File: config.mk
export PLATFORM = sky130hd
export DESIGN_NAME = logic_unit_pipe
export DESIGN_NICKNAME = d
export VERILOG_FILES = /design/src/rtl/logic_unit_pkg.sv /design/src/rtl/logic_unit_pipe_chunk_reducer.sv /design/src/rtl/logic_unit_pipe.sv
export SDC_FILE = /design/constraint.sdc
export NUM_CORES = 1
export LEC_CHECK = 0
export BUFFER_PORTS_ARGS = -buffer_cell sky130_fd_sc_hd__buf_2
export CORE_MARGIN = 2
export CORE_UTILIZATION = 35
export CTS_CLUSTER_SIZE = 12
export DETAILED_ROUTE_END_ITERATION = 10
export HOLD_SLACK_MARGIN = 0.02
export PLACE_DENSITY = 0.52
export SETUP_SLACK_MARGIN = 0.2
export SLEW_MARGIN = 5
export SYNTH_ARGS = -nofsm -noshare
export SYNTH_HDL_FRONTEND = slang
export SYNTH_SLANG_ARGS = --single-unit
File: constraint.sdc
create_clock -name clk -period 2.8 [get_ports clk]
set_clock_uncertainty 0.15 [all_clocks]
set_input_delay 0.42 -clock clk [delete_from_list [all_inputs] [get_ports clk]]
set_output_delay 0.42 -clock clk [all_outputs]
set_load 0.02 [all_outputs]
File: src/rtl/logic_unit_pkg.sv
// logic_unit_pkg: op encoding, FSM states and reduction identity values
// shared by logic_unit_pipe and chunk_reducer.
package logic_unit_pkg;

    typedef enum logic [2:0] {
        OP_AND     = 3'd0,
        OP_OR      = 3'd1,
        OP_XOR     = 3'd2,
        OP_NAND    = 3'd3,
        OP_NOT     = 3'd4,
        OP_RED_AND = 3'd5,
        OP_RED_OR  = 3'd6,
        OP_RED_XOR = 3'd7
    } op_e;

    typedef enum logic {
        S_IDLE   = 1'b0,
        S_REDUCE = 1'b1
    } state_e;

    // Starting accumulator value so that folding every bit yields the reduction
    function automatic logic red_identity(op_e op);
        return (op == OP_RED_AND);
    endfunction

    function automatic logic is_reduction(op_e op);
        return (op == OP_RED_AND) || (op == OP_RED_OR) || (op == OP_RED_XOR);
    endfunction

endpackage

File: src/rtl/logic_unit_pipe_chunk_reducer.sv
// chunk_reducer: folds CHUNK bits into a 1-bit accumulator for one
// reduction op. Purely combinational.
module chunk_reducer
    import logic_unit_pkg::*;
#(
    parameter int CHUNK = 4
) (
    input  op_e              op_i,
    input  logic             acc_i,
    input  logic [CHUNK-1:0] chunk_i,
    output logic             acc_o
);

    // Combine incoming accumulator with the reduction of this chunk
    always_comb begin
        acc_o = acc_i;
        case (op_i)
            OP_RED_AND: acc_o = acc_i & (&chunk_i);
            OP_RED_OR:  acc_o = acc_i | (|chunk_i);
            OP_RED_XOR: acc_o = acc_i ^ (^chunk_i);
            default:    acc_o = acc_i;
        endcase
    end

endmodule

File: src/rtl/logic_unit_pipe.sv
// logic_unit_pipe: bitwise ops in one cycle, reductions folded CHUNK bits
// per cycle, with a one-entry output register and valid/ready handshakes.
// Optional macro LOGIC_UNIT_PARITY_EN adds a registered parity output.
module logic_unit_pipe
    import logic_unit_pkg::*;
#(
    parameter int WIDTH = 8,
    parameter int CHUNK = 4
) (
    input  logic             clk,
    input  logic             rst,
    input  logic             in_valid,
    output logic             in_ready,
    input  logic [2:0]       op,
    input  logic [WIDTH-1:0] a,
    input  logic [WIDTH-1:0] b,
    output logic             out_valid,
    input  logic             out_ready,
    output logic [WIDTH-1:0] result,
    output logic             busy
`ifdef LOGIC_UNIT_PARITY_EN
    ,
    output logic             parity
`endif
);

    localparam int NCHUNK = WIDTH / CHUNK;
    localparam int CW     = (NCHUNK > 1) ? $clog2(NCHUNK) : 1;

    state_e           state_q, state_d;
    op_e              op_q, op_d;
    logic [WIDTH-1:0] a_q, a_d;
    logic [WIDTH-1:0] result_q, result_d;
    logic             acc_q, acc_d;
    logic [CW-1:0]    cnt_q, cnt_d;
    logic             out_valid_q, out_valid_d;

    op_e              op_in;
    logic             accept;
    logic [WIDTH-1:0] bit_res;

    op_e              fold_op;
    logic             fold_acc_in;
    logic             fold_acc_out;
    logic [CHUNK-1:0] fold_chunk;

    assign op_in     = op_e'(op);
    assign in_ready  = (state_q == S_IDLE) && (!out_valid_q || out_ready);
    assign accept    = in_valid && in_ready;
    assign out_valid = out_valid_q;
    assign result    = result_q;
    assign busy      = (state_q == S_REDUCE);

    // Single-cycle bitwise result for the incoming operands
    always_comb begin
        bit_res = '0;
        case (op_in)
            OP_AND:  bit_res = a & b;
            OP_OR:   bit_res = a | b;
            OP_XOR:  bit_res = a ^ b;
            OP_NAND: bit_res = ~(a & b);
            OP_NOT:  bit_res = ~a;
            default: bit_res = '0;
        endcase
    end

    // Reducer is shared: in IDLE it sees the raw input (used when one chunk
    // covers the whole word), in REDUCE it sees the latched operand.
    always_comb begin
        if (state_q == S_IDLE) begin
            fold_op     = op_in;
            fold_acc_in = red_identity(op_in);
            fold_chunk  = a[CHUNK-1:0];
        end else begin
            fold_op     = op_q;
            fold_acc_in = acc_q;
            fold_chunk  = a_q[CHUNK-1:0];
        end
    end

    chunk_reducer #(.CHUNK(CHUNK)) u_reducer (
        .op_i    (fold_op),
        .acc_i   (fold_acc_in),
        .chunk_i (fold_chunk),
        .acc_o   (fold_acc_out)
    );

    // Next-state, accumulator and output-register logic
    always_comb begin
        state_d     = state_q;
        op_d        = op_q;
        a_d         = a_q;
        acc_d       = acc_q;
        cnt_d       = cnt_q;
        result_d    = result_q;
        out_valid_d = out_valid_q && !out_ready;
        case (state_q)
            S_IDLE: begin
                if (accept) begin
                    if (!is_reduction(op_in)) begin
                        result_d    = bit_res;
                        out_valid_d = 1'b1;
                    end else if (NCHUNK == 1) begin
                        result_d    = WIDTH'(fold_acc_out);
                        out_valid_d = 1'b1;
                    end else begin
                        state_d = S_REDUCE;
                        op_d    = op_in;
                        a_d     = a;
                        acc_d   = red_identity(op_in);
                        cnt_d   = '0;
                    end
                end
            end
            S_REDUCE: begin
                acc_d = fold_acc_out;
                a_d   = a_q >> CHUNK;
                cnt_d = cnt_q + 1'b1;
                if (cnt_q == CW'(NCHUNK - 1)) begin
                    state_d     = S_IDLE;
                    result_d    = WIDTH'(fold_acc_out);
                    out_valid_d = 1'b1;
                end
            end
            default: state_d = S_IDLE;
        endcase
    end

    // State registers; reset aborts any reduction in flight
    always_ff @(posedge clk or posedge rst) begin
        if (rst) begin
            state_q     <= S_IDLE;
            op_q        <= OP_AND;
            a_q         <= '0;
            acc_q       <= 1'b0;
            cnt_q       <= '0;
            result_q    <= '0;
            out_valid_q <= 1'b0;
        end else begin
            state_q     <= state_d;
            op_q        <= op_d;
            a_q         <= a_d;
            acc_q       <= acc_d;
            cnt_q       <= cnt_d;
            result_q    <= result_d;
            out_valid_q <= out_valid_d;
        end
    end

`ifdef LOGIC_UNIT_PARITY_EN
    logic parity_q;

    // Parity tracks whatever is loaded into the result register
    always_ff @(posedge clk or posedge rst) begin
        if (rst) parity_q <= 1'b0;
        else     parity_q <= ^result_d;
    end

    assign parity = parity_q;
`endif

endmodule

* Yosys cells after proc, flatten, opt, wreduce, memory -nomap -nowiden
Index checks and enable logic that the tools add are counted.
Storage, ports and cells: word-level logic and storage cells 72, flip-flop bits (word level) 23, input port bits 23, output and inout port bits 11
Cells by class: bitwise operators 9, equality and inequality tests 14, add/sub/neg operators 1, mux-type cells 26, reductions and logical operators 15
Operator list (count):
- $mux W8 | 5
- $pmux W8 S5 | 1
- $pmux W8 S2 | 2
- $eq A3 B3 Y1 const B | 7
- $not A8 Y8 | 2
- $mux W1 | 11
- $and A8 B8 Y8 | 1
- $or A8 B8 Y8 | 1
- $pmux W1 S2 | 4
- $xor A8 B8 Y8 | 1
- $eq A3 B2 Y1 const B | 2
- $reduce_and A3 Y1 | 2
- $mux W4 | 1
- $ne A2 B1 Y1 const B | 2
- $ne A2 B2 Y1 const B | 2
- $reduce_and A4 Y1 | 1
- $reduce_or A4 Y1 | 1
- $reduce_xor A4 Y1 | 1
- $eq A3 B1 Y1 const B | 1
- $logic_and A1 B1 Y1 | 3
- $logic_not A3 Y1 | 1
- $logic_or A1 B1 Y1 | 3
- $mux W3 | 1
- $pmux W1 S3 | 1
- 7 further kinds | 8

* Logic depth before layout (Yosys ltp)
Gate-level depths: netlist of the first run.
word-level depth 6, depth in mapped cells 11

* Cells and area by module
From an unflattened synthesis of the first run, not the netlist that was laid out.
Second synthesis, totals: cell total of the unflattened synthesis 202, area total of the unflattened synthesis 1856.8 um2
Modules (own cells, without submodules):
- logic_unit_pipe | area an instance 1726.7 um2, instances 1, cells each 185, seq. area each 575.6 um2
- chunk_reducer | area an instance 130.1 um2, instances 1, cells each 17, seq. area each 0.0 um2

* Least setup slack after synthesis of the first run
Ideal clock, no wire load.
kind reg-to-reg, from register state_q, in the netlist busy, to register result_q[0], in the netlist result[0], setup time 77 ps, stages on the path, launching flop included 11, buffers on the path 2, data required time 2573 ps, period minus slack after synthesis 2717 ps, data arrival time 2490 ps, slack 83 ps, cells stage by stage dfrtp_1 buf_2 clkbuf_1 nand2_1 o21a_1 ha_1 xor2_1 a31oi_1 nor3b_1 or4_1 o21ai_1
Between the ends: cells in the longest elaborated chain, start to end 6
Ends and longest elaborated chain:
- from (decl) | line logic_unit_pipe.sv:30 | state_e state_q, state_d;
- from (signal assigned) | line logic_unit_pipe.sv:140 | state_q <= state_d;
- $mux W4 | line logic_unit_pipe.sv:70 | if (state_q == S_IDLE) begin
- $reduce_xor A4 Y1, or another cell as far along | line logic_unit_pipe_chunk_reducer.sv:20 | OP_RED_XOR: acc_o = acc_i ^ (^chunk_i);
- $xor A1 B1 Y1, or another cell as far along | line logic_unit_pipe_chunk_reducer.sv:20
- $pmux W1 S3 | line logic_unit_pipe_chunk_reducer.sv:17 | case (op_i)
- $mux W8 | line logic_unit_pipe.sv:119 | if (cnt_q == CW'(NCHUNK - 1)) begin
- $pmux W8 S2 | line logic_unit_pipe.sv:97 | case (state_q)
- to (signal assigned) | line logic_unit_pipe.sv:145 | result_q <= result_d;
- to (decl) | line logic_unit_pipe.sv:33 | logic [WIDTH-1:0] result_q, result_d;
Parallel ways exist; a longest one is shown, timed or not. The select of a mux whose other input is x is not followed. A chain may end at the register's enable or synchronous reset.

* Worst setup path after layout of the first run
Same ends and word-level chain as after synthesis.

==> results.py, run 1 <==
metrics = {
    "yosys": {
        "ys_ff_latch": 23,
        "yosysMostFrequentCell": "inv_1",
        "ys_seq_area_share_pct": 32.9,
        "synthFlopType": "dfrtp_1",
        "synth_cell_type_count": 38,
        "synthCells": 189,
        "synthTopCellsByCount": "26 x inv_1, 23 x dfrtp_1, 20 x ha_1, 17 x nand2_1, 16 x mux2i_1",
        "yosys.area.top_type": "dfrtp_1",
        "ys_top_cells_by_area": "dfrtp_1 33%, ha_1 14%, mux2i_1 9.1%, inv_1 5.6%, nand2_1 3.6%",
        "synth_area_per_cell_sq_um": 9.27,
        "syn-num-nets": 232,
        "synth_warnings": 0,
        "synthArstFlopShare_pct": 100,
        "netlist_area_sq_um": 1750,
        "synth_top_area_share_pct": 32.9,
        "synth_edf_count": 0,
    },
    "pwr": {
        "pwr_density_cell_nw_per_um2": 746,
        "p_leak_nw": 1.03,
        "share_comb_of_total_power_pct": 46.6,
        "p_clk_share_pct": 14.2,
        "ir_worst_vdd_uv": 491,
        "p_sw_w": 0.000613,
        "p_int_w": 0.000897,
        "power_frac_seq_pct": 39.2,
        "swShare_pct": 40.6,
    },
    "clocking": {
        "clockRootBuffer": "clkbuf_8",
        "cts.repair.resized": 0,
        "hold_buffers": 0,
        "clk_pin_slew_ns": 0.09,
        "clock_path_buffers": 2,
        "clk_latency_ns": 0.27,
        "cts_tree": "yes",
        "clock-sinks": 23,
        "cts_setup_buffers": 0,
        "cts_buffers": 3,
        "htreeDepth": 1,
    },
    "timing": {
        "grt_setup_unrepaired": "no",
        "tns_ns": 0,
        "tightest_slew_ns": 0.913,
        "report.final.slew_viol_count": 0,
        "final_hold_viol_count": 0,
        "fin_crit_ns": 2.37,
        "layout_setup_ws_ns": 0.427,
        "max_freq_mhz": 421,
        "final.period_utilization_pct": 84.7,
        "slew-limit-headroom_pct": 39.0,
        "setup_viol": 0,
        "whs_ns": 0.187,
    },
    "global_routing": {
        "grt_overflow": 0,
        "grt_pass1_wl_um": 6490,
        "grt_pass1_vias": 1319,
        "track_usage_pct": 15.2,
        "grt_antenna_before_repair": 0,
        "grt_start_max_net_pins": 26,
    },
    "route": {
        "wl_um": 3790,
        "num_vias": 1354,
        "dr.pass1.iters": 4,
        "drc": 0,
        "drtIter0Drc": 46,
        "wl_per_cell_um": 13.2,
        "via_per_inst": 4.73,
        "antenna_left": 0,
    },
    "final_layout": {
        "fin_nets": 263,
        "syn_to_final_growth_pct": 15.6,
        "layout-drive-gt1-share_pct": 22.8,
        "final_cells": 286,
        "finalCoreUtilization_pct": 42.3,
        "fillers": 498,
        "n_antenna_cell": 0,
    },
    "critical_path": {
        "critPathKind": "flop to flop",
        "start_kind": "flop",
        "cp.required_ns": 2.84,
        "cp_slowest_cell": "dfrtp_2",
        "cp_max_fo": 20,
        "max_stage_delay_ns": 0.55,
        "cp-end-kind": "flop",
        "reg2regPathDepth": 8,
        "path_delay_family": "simple AND/OR/NAND/NOR gates",
        "reg2reg_from": "busy",
        "cp.arrival_ns": 2.42,
        "critPathBufInv": 0,
        "startpoint": "busy",
        "cp.depth": 8,
        "path_cells": "nand2_1 -> o21a_1 -> ha_1 -> xor2_1 -> a31oi_1 -> nor3b_1 -> or4_1 -> o21ai_1",
    },
    "place": {
        "dp_hpwl_um": 2980,
        "post-place-ws_ns": 0.250,
        "place_congestion": 0.792,
        "port_buffers": 33,
        "place_inst": 282,
    },
    "floorplan": {
        "die_area_sq_um": 5590,
        "die_w_um": 74.7,
        "die_h_um": 74.7,
        "io_pins": 34,
        "coreArea_sq_um": 4790,
        "start_util_pct": 36.6,
        "fp-row-count": 25,
    },
    "outcome": {
        "outcome": "complete, no violations",
    },
    "hold_path": {
        "hold_path.class": "primary input to asynchronous set/reset pin",
    },
    "job": {
        "cap_violations": 0,
    },
}
-- power by group through the flow --
stage / clock network, W / registers (W) / logic (W)
6_report: 0.000215 / 0.000592 / 0.000703
5_1_grt: 0.000237 / 0.000621 / 0.000790
4_1_cts: 0.000225 / 0.000596 / 0.000714
3_5_place_dp: 0 / 0.000603 / 0.000712
3_3_place_gp: 0 / 0.000600 / 0.000702
2_1_floorplan: 0 / 0.000640 / 0.000462
-- metal layers --
metal / up-vias / global-route usage, % / part of all wire (%)
met5: - / 0 / 0
met4: 0 / 1.79 / 0.50
met3: 2 / 3.61 / 4.8
met2: 25 / 23.3 / 44
met1: 614 / 22.3 / 51
li1: 713 / - / -
-- logic make-up after synthesis --
family,after synthesis,synth area share (%)
AOI/OAI and AO/OA,49,19.9
and+or+nand+nor,39,12.2
buffers and inverters,38,9.21
DFF,23,32.9
adders and majority gates,20,14.3
muxes,19,11.1
xor gates and xnor gates,1,0.500
-- layout make-up --
class	instances	area, sq um	share of cell area (%)
inverters	26	97.6	4.82
clock buffers	3	41.3	2.04
clock inverters	1	7.51	0.371
well taps	67	83.8	4.14
multi-input cells	128	1010	50.1
repair buffers	38	203	10.0
flip-flops and latches	23	577	28.5
-- flip-flops by register name, indices dropped and copies added, names as in the netlist --
signal,cells
out_valid,1
op_q,3
acc_q,1
cnt_q,1
result,8
a_q,8
busy,1
-- metrics by stage --
stage	cell area, sq um	power [W]
after CTS	2020	0.00153
after global routing	2020	0.00165
after detailed placement	1970	0.00132
after floorplan	1760	0.00110
final	2020	0.00151
after global placement	1970	0.00130
-- path summary, 6_finish.rpt --
kind,to,slack (ns)
min,out_valid,0.19
max,result[0],0.43
max reg2reg,result[0],0.43
min in group clk,a_q[6],0.26
min reg2reg,a_q[1],0.34
max in group asynchronous,busy,1.69
-- placed cells by master (no fill, tap or decap), types with 2 or more instances in the layout --
master and instances:
a22o_1 7, o21a_1 4, inv_1 26, mux2i_1 16, nor2_1 7, o22a_1 6
a21oi_1 3, dfrtp_1 22, clkbuf_8 3, ha_1 20, nand2_1 17, buf_4 5
nor3b_1 2, o21ai_0 12, a21o_1 2, mux2_2 3, buf_2 33, nand2b_1 4
o22ai_1 7
Power figures use the tool's default switching activity.
==> run 2, diff against run 1 <==
--- a/config.mk
+++ b/config.mk
@@ -11,7 +11,7 @@
 export CTS_CLUSTER_SIZE = 12
 export DETAILED_ROUTE_END_ITERATION = 10
 export HOLD_SLACK_MARGIN = 0.02
-export PLACE_DENSITY = 0.52
+export PLACE_DENSITY = 0.54
 export SETUP_SLACK_MARGIN = 0.2
 export SLEW_MARGIN = 5
 export SYNTH_ARGS = -nofsm -noshare
==> constraint.sdc (replaced) <==
create_clock -name clk -period 2 [get_ports clk]
set_clock_uncertainty 0.15 [all_clocks]
set_input_delay 0.3 -clock clk [delete_from_list [all_inputs] [get_ports clk]]
set_output_delay 0.3 -clock clk [all_outputs]
set_load 0.02 [all_outputs]
==> run 2 against run 1 <==
  * The flow now finishes with violations (negative setup slack)
  * Wire length is 4.2% higher
  * Non-clock buffer count is 15 higher
  * Sequential power grew 37%
  * Flip-flop and latch count stayed put
  * Critical endpoint unchanged
==> results.py, run 2 (synthesis gave the netlist of run 1 again) <==
metrics = {
    "outcome": {
        "outcome": "finished, violations left",
        "violations": "negative setup slack",
    },
    "route": {
        "wl_um": 3950,
        "drtIter0Drc": 40,
        "wl_per_cell_um": 13.1,
        "antenna_left": 0,
        "dr.pass1.iters": 4,
        "num_vias": 1410,
        "drc": 0,
        "via_per_inst": 4.68,
    },
    "final_layout": {
        "layout-drive-gt1-share_pct": 27.4,
        "final_cell_mix": "33 x buf_2, 26 x inv_1, 22 x dfrtp_1",
        "final_common_cell": "buf_2",
        "fillers": 489,
        "n_antenna_cell": 0,
        "syn_to_final_growth_pct": 22.9,
        "post-route-cell-area_sq_um": 2150,
        "fin_nets": 278,
        "multi_input_area_sq_um": 1020,
        "regArea_sq_um": 577,
    },
    "floorplan": {
        "start_util_pct": 36.6,
        "io_pins": 34,
        "die_area_sq_um": 5590,
        "die_w_um": 74.7,
        "fp-row-count": 25,
        "die_h_um": 74.7,
        "coreArea_sq_um": 4790,
    },
    "timing": {
        "tightest_slew_ns": 0.474,
        "report.final.slew_viol_count": 0,
        "max_freq_mhz": 447,
        "fin_crit_ns": 2.24,
        "final.period_utilization_pct": 112,
        "slew-limit-headroom_pct": 68.4,
        "layout_setup_ws_ns": -0.238,
        "tns_ns": -0.297,
        "setup_viol": 2,
        "final_hold_viol_count": 0,
        "grt_setup_unrepaired": "yes",
        "whs_ns": 0.165,
    },
    "pwr": {
        "ir_worst_vdd_uv": 480,
        "p_leak_nw": 1.10,
        "pwr_density_cell_nw_per_um2": 999,
        "finalPower_w": 0.00215,
    },
    "global_routing": {
        "grt_pass1_vias": 1462,
        "grt_pass1_wl_um": 6830,
        "track_usage_pct": 16.1,
        "grt_antenna_before_repair": 0,
        "grt_start_max_net_pins": 24,
        "grt_overflow": 0,
    },
    "clocking": {
        "clock-sinks": 23,
        "clk_pin_slew_ns": 0.09,
        "cts_buffers": 3,
        "cts_tree": "yes",
        "clockRootBuffer": "clkbuf_8",
        "cts_setup_buffers": 0,
        "htreeDepth": 1,
        "clk_latency_ns": 0.27,
        "clock_path_buffers": 2,
    },
    "critical_path": {
        "startpoint": "busy",
        "start_kind": "flop",
        "cp.required_ns": 2.05,
        "cp.arrival_ns": 2.29,
        "r2r_slack_ns": -0.24,
        "cp_slowest_cell": "or4_1",
        "max_stage_delay_ns": 0.51,
        "path_cells": "o21a_1 -> ha_1 -> xor2_1 -> a31oi_1 -> nor3b_1 -> or4_1 -> o21ai_1",
        "reg2reg_from": "busy",
        "cp-end-kind": "flop",
        "critPathKind": "flop to flop",
        "reg2regPathDepth": 7,
        "cp_max_fo": 11,
    },
    "place": {
        "postPlaceCellArea_sq_um": 2090,
        "place_congestion": 0.746,
        "dp_hpwl_um": 3050,
        "port_buffers": 33,
        "post-place-ws_ns": -0.236,
    },
    "hold_path": {
        "hold_path_startpoint": "a[6]",
        "hold_path.class": "primary input to flop",
        "holdPathStages": 3,
    },
    "job": {
        "cap_violations": 0,
    },
}
run 2: cell count changes in the layout (fill, tap and decap cells not counted):
| cell | change |
|---|---|
| dlygate4sd3_1 | +1 |
| buf_12 | +1 |
| clkbuf_1 | +1 |
| clkinvlp_4 | -1 |
| and3_4 | +1 |
| buf_4 | +13 |
| and3_1 | -1 |
run 2: worst max-delay path: cells and delay by family (launching register included):
kind | cells | cell delay, ns
AOI/OAI and AO/OA | 3 | 0.49
adders and majority gates | 1 | 0.28
DFF | 1 | 0.48
and+or+nand+nor | 2 | 0.59
xor gates and xnor gates | 1 | 0.17
run 2: through the flow:
step	util, %	instances
finish	45.0	301
global route	45.0	301
CTS	44.9	301
detailed placement	43.7	296
global placement	43.7	296
floorplan	-	189
run 2: layout make-up:
class / instances / area share (%)
clock buffer: 4 / 2.09
inverter: 26 / 4.53
multi-input combinational: 128 / 47.4
sequential: 23 / 26.8
tap: 67 / 3.89
timing repair buffer: 53 / 15.3
run 2: final timing paths:
kind,endpoint
setup / recovery,result[0]
hold / removal,a_q[6]
setup reg to reg,result[0]
hold reg to reg,a_q[3]
max in group asynchronous,busy
min in group asynchronous,result[0]
run 2: per-layer routing:
metal,vias up,GRT usage [%],routed length (um)
met2,26,26.3,1760
met3,2,3.35,150
met4,0,2.38,20
met5,-,0,0
met1,640,22.5,2010
li1,742,-,-
run 2: power by group:
| group | total [W] | switching, W | leakage (nW) | internal, W |
|---|---|---|---|---|
| Combinational | 0.00104 | 0.000557 | 0.791 | 0.000487 |
| Sequential | 0.000810 | 0.000146 | 0.290 | 0.000664 |
| Clock | 0.000298 | 0.000156 | 0.0228 | 0.000142 |
run 2: repair_timing:
item                                    in CTS  in global routing
endpoints found under the setup margin       3                  9
endpoints found under the hold margin       23                  0
gates cloned                                 0                  0
hold buffers                                 1                  0
gates resized for setup                      0                  1
